==> config.mk <==
export PLATFORM = sky130hd
export DESIGN_NAME = stage_id
export DESIGN_NICKNAME = d
export VERILOG_FILES = /design/src/rtl/stage_id.sv
export SDC_FILE = /design/constraint.sdc
export NUM_CORES = 2
export LEC_CHECK = 0
export CAP_MARGIN = 10
export CELL_PAD_IN_SITES_DETAIL_PLACEMENT = 1
export CELL_PAD_IN_SITES_GLOBAL_PLACEMENT = 2
export CORE_MARGIN = 4
export CORE_UTILIZATION = 43
export CTS_CLUSTER_SIZE = 25
export DETAILED_ROUTE_END_ITERATION = 8
export PLACE_DENSITY = 0.76
export SLEW_MARGIN = 10
export SYNTH_ARGS = -nofsm -noshare
export SYNTH_HDL_FRONTEND = slang
export SYNTH_SLANG_ARGS = --single-unit
==> constraint.sdc <==
create_clock -name Clk -period 3.2 [get_ports Clk]
set_input_delay 0.64 -clock Clk [delete_from_list [all_inputs] [get_ports Clk]]
set_output_delay 0.64 -clock Clk [all_outputs]
set_load 0.005 [all_outputs]
==> src/rtl/stage_id.sv <==
// Instruction Decode stage for a MIPS subset pipeline.
// Decodes the fetched instruction, reads the 32x32 register file (written by WB),
// detects load-use hazards and registers everything into the ID/EX boundary.
module stage_id #(
   parameter int REGFILE_BYPASS = 1
) (
   input  logic        Clk,
   input  logic        Clrn,
   input  logic [31:0] IFout_PC,
   input  logic [31:0] IFout_PC4,
   input  logic [31:0] IFout_Inst,
   input  logic        WB_RegWrite,
   input  logic [4:0]  WB_WriteReg,
   input  logic [31:0] WB_WriteData,
   input  logic        EX_MemRead,
   input  logic [4:0]  EX_Rt,
   input  logic        MEM_PCSrc,
   output logic        ID_Stall,
   output logic [31:0] IDout_PC,
   output logic [31:0] IDout_PC4,
   output logic [31:0] IDout_RD1,
   output logic [31:0] IDout_RD2,
   output logic [31:0] IDout_Imm32,
   output logic [31:0] IDout_Jtarg,
   output logic [4:0]  IDout_Rs,
   output logic [4:0]  IDout_Rt,
   output logic [4:0]  IDout_Rd,
   output logic        IDout_RegWrite,
   output logic        IDout_MemRead,
   output logic        IDout_MemWrite,
   output logic        IDout_MemtoReg,
   output logic        IDout_ALUSrc,
   output logic        IDout_RegDst,
   output logic        IDout_Branch,
   output logic        IDout_Jump,
   output logic [2:0]  IDout_ALUCtrl
);

   logic [5:0]  op;
   logic [5:0]  funct;
   logic [4:0]  rs;
   logic [4:0]  rt;
   logic [4:0]  rd;

   logic [31:0] reg_file [32];
   logic [31:0] rd1;
   logic [31:0] rd2;

   logic        dec_reg_write;
   logic        dec_mem_read;
   logic        dec_mem_write;
   logic        dec_memto_reg;
   logic        dec_alu_src;
   logic        dec_reg_dst;
   logic        dec_branch;
   logic        dec_jump;
   logic [2:0]  dec_alu_ctrl;
   logic        sign_ext;
   logic [31:0] imm32;
   logic [31:0] jtarg;

   logic        uses_rt;
   logic        load_use;
   logic        bubble;

   assign op    = IFout_Inst[31:26];
   assign funct = IFout_Inst[5:0];
   assign rs    = IFout_Inst[25:21];
   assign rt    = IFout_Inst[20:16];
   assign rd    = IFout_Inst[15:11];

   // Register file write port; r0 is never written so it always reads as zero
   always_ff @(posedge Clk or negedge Clrn) begin
      if (!Clrn) begin
         for (int i = 0; i < 32; i++) begin
            reg_file[i] <= '0;
         end
      end else if (WB_RegWrite && (WB_WriteReg != 5'd0)) begin
         reg_file[WB_WriteReg] <= WB_WriteData;
      end
   end

   // Asynchronous read ports with optional write-through of the WB value
   always_comb begin
      rd1 = reg_file[rs];
      rd2 = reg_file[rt];
      if ((REGFILE_BYPASS != 0) && WB_RegWrite && (WB_WriteReg == rs)) begin
         rd1 = WB_WriteData;
      end
      if ((REGFILE_BYPASS != 0) && WB_RegWrite && (WB_WriteReg == rt)) begin
         rd2 = WB_WriteData;
      end
      if (rs == 5'd0) begin
         rd1 = '0;
      end
      if (rt == 5'd0) begin
         rd2 = '0;
      end
   end

   // Main decoder: anything not recognised becomes a NOP with all controls low
   always_comb begin
      dec_reg_write = 1'b0;
      dec_mem_read  = 1'b0;
      dec_mem_write = 1'b0;
      dec_memto_reg = 1'b0;
      dec_alu_src   = 1'b0;
      dec_reg_dst   = 1'b0;
      dec_branch    = 1'b0;
      dec_jump      = 1'b0;
      dec_alu_ctrl  = 3'b000;
      sign_ext      = 1'b1;
      case (op)
         6'h00: begin
            case (funct)
               6'h20: begin dec_alu_ctrl = 3'b010; dec_reg_write = 1'b1; dec_reg_dst = 1'b1; end
               6'h22: begin dec_alu_ctrl = 3'b110; dec_reg_write = 1'b1; dec_reg_dst = 1'b1; end
               6'h24: begin dec_alu_ctrl = 3'b000; dec_reg_write = 1'b1; dec_reg_dst = 1'b1; end
               6'h25: begin dec_alu_ctrl = 3'b001; dec_reg_write = 1'b1; dec_reg_dst = 1'b1; end
               6'h2A: begin dec_alu_ctrl = 3'b111; dec_reg_write = 1'b1; dec_reg_dst = 1'b1; end
               default: ;
            endcase
         end
         6'h23: begin
            dec_alu_ctrl  = 3'b010;
            dec_alu_src   = 1'b1;
            dec_mem_read  = 1'b1;
            dec_memto_reg = 1'b1;
            dec_reg_write = 1'b1;
         end
         6'h2B: begin
            dec_alu_ctrl  = 3'b010;
            dec_alu_src   = 1'b1;
            dec_mem_write = 1'b1;
         end
         6'h04: begin
            dec_alu_ctrl = 3'b110;
            dec_branch   = 1'b1;
         end
         6'h08: begin
            dec_alu_ctrl  = 3'b010;
            dec_alu_src   = 1'b1;
            dec_reg_write = 1'b1;
         end
         6'h0C: begin
            dec_alu_ctrl  = 3'b000;
            dec_alu_src   = 1'b1;
            dec_reg_write = 1'b1;
            sign_ext      = 1'b0;
         end
         6'h0D: begin
            dec_alu_ctrl  = 3'b001;
            dec_alu_src   = 1'b1;
            dec_reg_write = 1'b1;
            sign_ext      = 1'b0;
         end
         6'h02: begin
            dec_jump = 1'b1;
         end
         default: ;
      endcase
   end

   assign imm32 = sign_ext ? {{16{IFout_Inst[15]}}, IFout_Inst[15:0]} : {16'h0000, IFout_Inst[15:0]};
   assign jtarg = {IFout_PC4[31:28], IFout_Inst[25:0], 2'b00};

   // Load-use detection: rt only counts for instructions that actually read it
   always_comb begin
      uses_rt  = (op == 6'h00) || (op == 6'h2B) || (op == 6'h04);
      load_use = EX_MemRead && (EX_Rt != 5'd0) &&
                 ((EX_Rt == rs) || ((EX_Rt == rt) && uses_rt));
      bubble   = load_use || MEM_PCSrc;
      ID_Stall = load_use && !MEM_PCSrc && Clrn;
   end

   // ID/EX boundary register; controls are squashed on a stall or a flush
   always_ff @(posedge Clk or negedge Clrn) begin
      if (!Clrn) begin
         IDout_PC       <= '0;
         IDout_PC4      <= '0;
         IDout_RD1      <= '0;
         IDout_RD2      <= '0;
         IDout_Imm32    <= '0;
         IDout_Jtarg    <= '0;
         IDout_Rs       <= '0;
         IDout_Rt       <= '0;
         IDout_Rd       <= '0;
         IDout_RegWrite <= 1'b0;
         IDout_MemRead  <= 1'b0;
         IDout_MemWrite <= 1'b0;
         IDout_MemtoReg <= 1'b0;
         IDout_ALUSrc   <= 1'b0;
         IDout_RegDst   <= 1'b0;
         IDout_Branch   <= 1'b0;
         IDout_Jump     <= 1'b0;
         IDout_ALUCtrl  <= 3'b000;
      end else begin
         IDout_PC       <= IFout_PC;
         IDout_PC4      <= IFout_PC4;
         IDout_RD1      <= rd1;
         IDout_RD2      <= rd2;
         IDout_Imm32    <= imm32;
         IDout_Jtarg    <= jtarg;
         IDout_Rs       <= rs;
         IDout_Rt       <= rt;
         IDout_Rd       <= rd;
         IDout_RegWrite <= dec_reg_write && !bubble;
         IDout_MemRead  <= dec_mem_read  && !bubble;
         IDout_MemWrite <= dec_mem_write && !bubble;
         IDout_MemtoReg <= dec_memto_reg && !bubble;
         IDout_ALUSrc   <= dec_alu_src   && !bubble;
         IDout_RegDst   <= dec_reg_dst   && !bubble;
         IDout_Branch   <= dec_branch    && !bubble;
         IDout_Jump     <= dec_jump      && !bubble;
         IDout_ALUCtrl  <= bubble ? 3'b000 : dec_alu_ctrl;
      end
   end

endmodule

After elaboration in Yosys (flattened, before gate mapping)
Index checks and enable logic that the tools add are counted.

operators by class
  $add $sub $neg = 0
  $mul = 0
  div/mod/pow operators = 0
  magnitude comparators = 4
  equality and inequality tests = 16
  shift operators = 0
  mux-type cells = 25
  bitwise operators = 3
  reductions and logical operators = 32

operators by type and width
  kind                                                        count
  bitwise mux 1024 bit                                        1
  binary-select mux 32 bit (select 5 bit)                     2
  2-to-1 mux 32 bit                                           10
  demux 32 bit (select 5 bit)                                 1
  == test 6 bit, second input constant                        7
  one-hot mux 3 bit (4 select lines)                          2
  == test 5 bit                                               4
  == test 6 x 4 -> 1 bit, second input constant               3
  >= comparator 6 bit, second input constant                  3
  inverter 5 -> 6 bit                                         3
  logical AND 1 bit                                           16
  zero test 5 bit                                             2
  nonzero test 5 bit                                          2
  OR reduction 5 bit                                          2
  2-to-1 mux 1 bit                                            7
  == test 6 x 2 -> 1 bit, second input constant               1
  == test 6 x 3 -> 1 bit, second input constant               1
  zero test 6 bit                                             1
  less-than comparator 6 x 1 -> 1 bit, second input constant  1
  logical OR 1 bit                                            4
  OR reduction 4 bit                                          1
  2-to-1 mux 3 bit                                            1
  OR reduction 3 bit                                          1
  zero test 1 bit                                             2
  other kinds (2)                                             2

storage, ports and cells
  bits in registers = 1,239
  bits in latches = 0
  RAM bits = 0
  bits in read-only memories = 0
  input port bits = 143
  output and inout bits = 219
  logic and storage cells = 129
  memories kept = 0

Depth between registers and ports, before layout
  depth after elaboration = 9
  mapped depth = 10
  depth with buffers taken out = 5

Worst setup path after synthesis
No wires, ideal clock.

  kind = input -> output
  start = in IFout_Inst[16]
  end = out ID_Stall
  arrival time = 2.117 ns
  data required time = 2.560 ns
  setup slack = 0.443 ns
  stages on the path = 10
  path buffers = 5
  path through = buf_6 > buf_6 > buf_6 > buf_4 > xor2_1 > nor4_1 > nand3_1 > a21oi_1 > buf_2 > and3b_1

between the ends
  cells in the longest elaborated chain, start to end = 6

RTL lines
  item                            RTL line  source
  from (decl)                     11        input logic [31:0] IFout_Inst,
  == test 5 bit                   171       ((EX_Rt == rs) || ((EX_Rt == rt) && uses_rt));
  logical AND 1 bit               171
  logical OR 1 bit                171
  logical AND 1 bit               170       load_use = EX_MemRead && (EX_Rt != 5'd0) &&
  logical AND 1 bit (2 in a row)  173       ID_Stall = load_use && !MEM_PCSrc && Clrn;
  to (decl)                       18        output logic ID_Stall,

No other way between the ends.

Worst setup path after layout
  start = in IFout_Inst[29]
  end = out ID_Stall

between the ends
  cells in the longest elaborated chain, start to end = 8
  elaborated cells between the ends (all ways) = 10
  those cells by class = eq/ne: 2; reduce/logical: 8

RTL lines
  item                                                     RTL line  source
  == test 6 bit / zero test 6 bit (equally long branches)  169       uses_rt = (op == 6'h00) || (op == 6'h2B) || (op == 6'h04);
  logical OR 1 bit                                         169
  logical OR 1 bit (*)                                     169
  logical AND 1 bit (*)                                    171
  logical OR 1 bit (*)                                     171
  logical AND 1 bit (*)                                    170
  logical AND 1 bit (*) (2 in a row)                       173

Every way passes the cells marked *; elsewhere a longest branch is shown, timed or not.

==> impl_metrics.csv <==
group,metric,value,unit
sta,post-route-min-period,3.097,ns
place,place_ws,-0.8190,ns
floorplan,dieArea,146100,sq um
synthesis,ys_seq_area_frac,0.4940,
synthesis,netlist_instances,4412,
grt,grt_pass1_vias,45100,
clock_network,clk_pin_slew,0.05,ns
clock_network,clock-sinks,1189,
place,port_buffers,359,
synthesis,synth_area_per_cell,13.65,sq um
synthesis,postSynth.asyncResetShare,1.000,
floorplan,fp.dieH,382.3,um
place,placed_cell_area,67940,sq um
worst_setup_path,crit_family,"simple AND/OR/NAND/NOR gates",
worst_setup_path,slowest_delay,0.58,ns
finish,drive_above_1_share,0.4064,
worst_setup_path,cp_cell_sequence,"clkdlybuf4s50_1, or4_4, o21ai_4, nand3_2, a21oi_4, and3b_1, clkdlybuf4s15_2",
worst_setup_path,crit_path_end_kind,"primary output",
synthesis,synth_ff_type,"dfrtp_1",
worst_setup_path,critPathLaunchType,"primary input",
routing,viasPerCell,6.369,
routing,firstDrtPassIters,5,
finish,finalNonFillerCells,6723,
clock_network,cts_buffers,141,
clock_network,cts_buffer_depth,3,
synthesis,synth-edff-count,0,
synthesis,ys_warn_count,0,
clock_network,cts-root-buf,"clkbuf_16",
sta,fmax,0.3229,GHz
finish,area_delta_synth_final,20.60,%
sta,setup_violations,0,
grt,antenna_found_initial,9,
sta,slew_violations,0,
sta,fin_setup_tns,0,ns
worst_setup_path,path_max_fanout,2,
sta,finalClockSkew,0.02609,ns
run,maxCapViolCount,0,
finish,fin_nets,4875,
worst_setup_path,arrival,2.46,ns
finish,final_util,0.5212,
sta,rsz0062_at_grt,"no",
finish,ff_latch_area,29750,sq um
worst_setup_path,worstSetupPathType,"in2out",
floorplan,start_util,0.4322,
routing,drt_iter0_markers,4349,
sta,tightest_slew,1.063,ns
worst_setup_path,slowest_stage,"or4_4",
floorplan,die_x,382.3,um
clock_network,htreeDepth,4,
synthesis,synth_area,60230,sq um
worst_setup_path,required,2.56,ns
clock_network,insertion_delay,0.79,ns
routing,ant_nets,0,
place,place.gp.congestion,0.8302,
grt,grt.total_usage,0.3120,
sta,fin_ws,0.1029,ns
clock_network,cts_tree,"yes",
routing,totalWireLength,229800,um
routing,wl_per_cell,34.19,um
finish,final_common_cell,"dfrtp_1",
finish,fillers,13510,
routing,drc,0,
place,hpwl,143600,um
place,dp_cells,6466,
routing,vias,42820,
grt,grt_pass1_wl,332600,um
floorplan,core_area,139400,sq um
grt,grt_max_degree,146,
floorplan,io_pins,362,
power_and_ir_drop,power_density,613.1,nW/um^2
power_and_ir_drop,p_leak,31.76,nW
sta,hold_violations,0,
finish,design_area,72640,sq um
synthesis,synth.distinct_cells,57,
worst_setup_path,critPathBufInv,2,
hold_path,hold_path_class,"in2reg",
status,status,"completed",
finish,multi_input_area,28230,sq um
power_and_ir_drop,finalPower,44.54,mW
sta,relSlewSlack,0.2889,
sta,period_share,0.9679,
grt,grt-ovfl-total,0,
sta,hold_slack,0.1132,ns
synthesis,ys_ff_latch,1189,
finish,layout_common_cells,"1,189 x dfrtp_1, 1,069 x mux2_2, 414 x mux2i_1, 347 x clkdlybuf4s50_1, 267 x mux4_2",
floorplan,rows,137,
power_and_ir_drop,worst_ir_drop_vdd,0.3848,mV
clock_network,cts_setup_buffers,0,
-- metal layers --
layer  global-route usage  share of wire  vias up  wire length, um
li1                     -              -    17220                -
met1               0.4453           0.44    23420            99990
met2               0.4888           0.46     1779           106100
met3              0.05524          0.072      397            16460
met4              0.09345          0.031        2             7228
met5                    0       0.000057        -               13
-- state kept, by name (all words and copies together), names as in the netlist, 4 cells and up --
register and count:
IDout_Imm32 13, IDout_RD2 32, IDout_Rs 4, IDout_PC4 31, IDout_Rd 4, IDout_PC 32, IDout_Rt 4, IDout_RD1 32
reg_file 1024
-- path summary, 6_finish.rpt --
| kind | from | endpoint | slack, ns | cells past startpoint |
|---|---|---|---|---|
| min in group asynchronous | Clrn | IDout_Imm32[2] | 0.37 | 2 |
| hold / removal | IFout_Inst[23] | IDout_Rs[2] | 0.11 | 1 |
| max in group asynchronous | Clrn | reg_file[216] | 1.21 | 4 |
| setup / recovery | IFout_Inst[29] | ID_Stall | 0.10 | 7 |
| hold reg to reg | reg_file[1022] | reg_file[1022] | 0.38 | 0 |
| setup reg to reg | reg_file[258] | IDout_RD1[2] | 1.15 | 5 |
-- layout make-up --
| type | count | area share |
|---|---|---|
| Clock buffer | 210 | 0.05832 |
| Clock inverter | 44 | 0.005874 |
| Antenna cell | 4 | 0.0001378 |
| Inverter | 11 | 0.0005684 |
| Timing Repair Buffer | 694 | 0.1045 |
| Multi-Input combinational cell | 2695 | 0.3887 |
| Tap cell | 1876 | 0.03231 |
| Sequential cell | 1189 | 0.4096 |
-- cell usage after synthesis, types with 3 or more instances --
cell type / instances / area, sq um
or3b_2: 8 / 70.07
inv_1: 11 / 41.29
o21bai_1: 3 / 22.52
a21oi_1: 71 / 355.3
o211ai_1: 5 / 37.54
mux4_2: 267 / 6013
dfrtp_1: 1189 / 29750
o22a_1: 5 / 43.79
nand2_1: 106 / 397.9
xor2_1: 10 / 87.58
nand2b_1: 4 / 25.02
a32o_1: 56 / 560.5
a211oi_1: 23 / 172.7
nand3b_1: 9 / 67.56
buf_1: 55 / 206.5
nor2_1: 91 / 341.6
nor3b_1: 4 / 30.03
a31oi_1: 3 / 18.77
o22ai_1: 100 / 625.6
or2_2: 3 / 18.77
mux2_2: 1069 / 12040
nand3_1: 95 / 475.5
nor4_1: 13 / 81.33
buf_2: 141 / 705.7
o21ai_0: 109 / 545.5
nor2b_1: 11 / 68.82
a22oi_1: 59 / 442.9
a221o_1: 8 / 80.08
buf_6: 7 / 78.83
and3_1: 3 / 18.77
xnor2_1: 10 / 87.58
a22o_1: 14 / 122.6
mux2i_1: 414 / 4144
a221oi_1: 52 / 455.4
buf_4: 83 / 623.1
o221ai_1: 17 / 148.9
clkbuf_1: 231 / 867.1
and2_1: 6 / 37.54
nor3_1: 20 / 100.1
-- kinds of logic after synthesis --
logic type / synth area share
DFF: 0.4940
and+or+nand+nor: 0.03066
xor gates and xnor gates: 0.002908
muxes: 0.3685
other: 0.00006226
AOI/OAI and AO/OA: 0.06194
buffers and inverters: 0.04196
-- report_power, final --
part	total, mW	switching [mW]	internal, mW
clock network	16.3	6.69	9.64
registers	19.7	2.04	17.7
logic	8.47	3.61	4.86
-- timing repair --
| item | 4_1_cts | 5_1_grt |
|---|---|---|
| resized for setup | 11 | 0 |
| hold buffers | 1 | 0 |
| hold endpoints to repair | 33 | 0 |
| setup endpoints to repair | 1 | 0 |
Note: power is estimated with default switching activity, not from simulation.
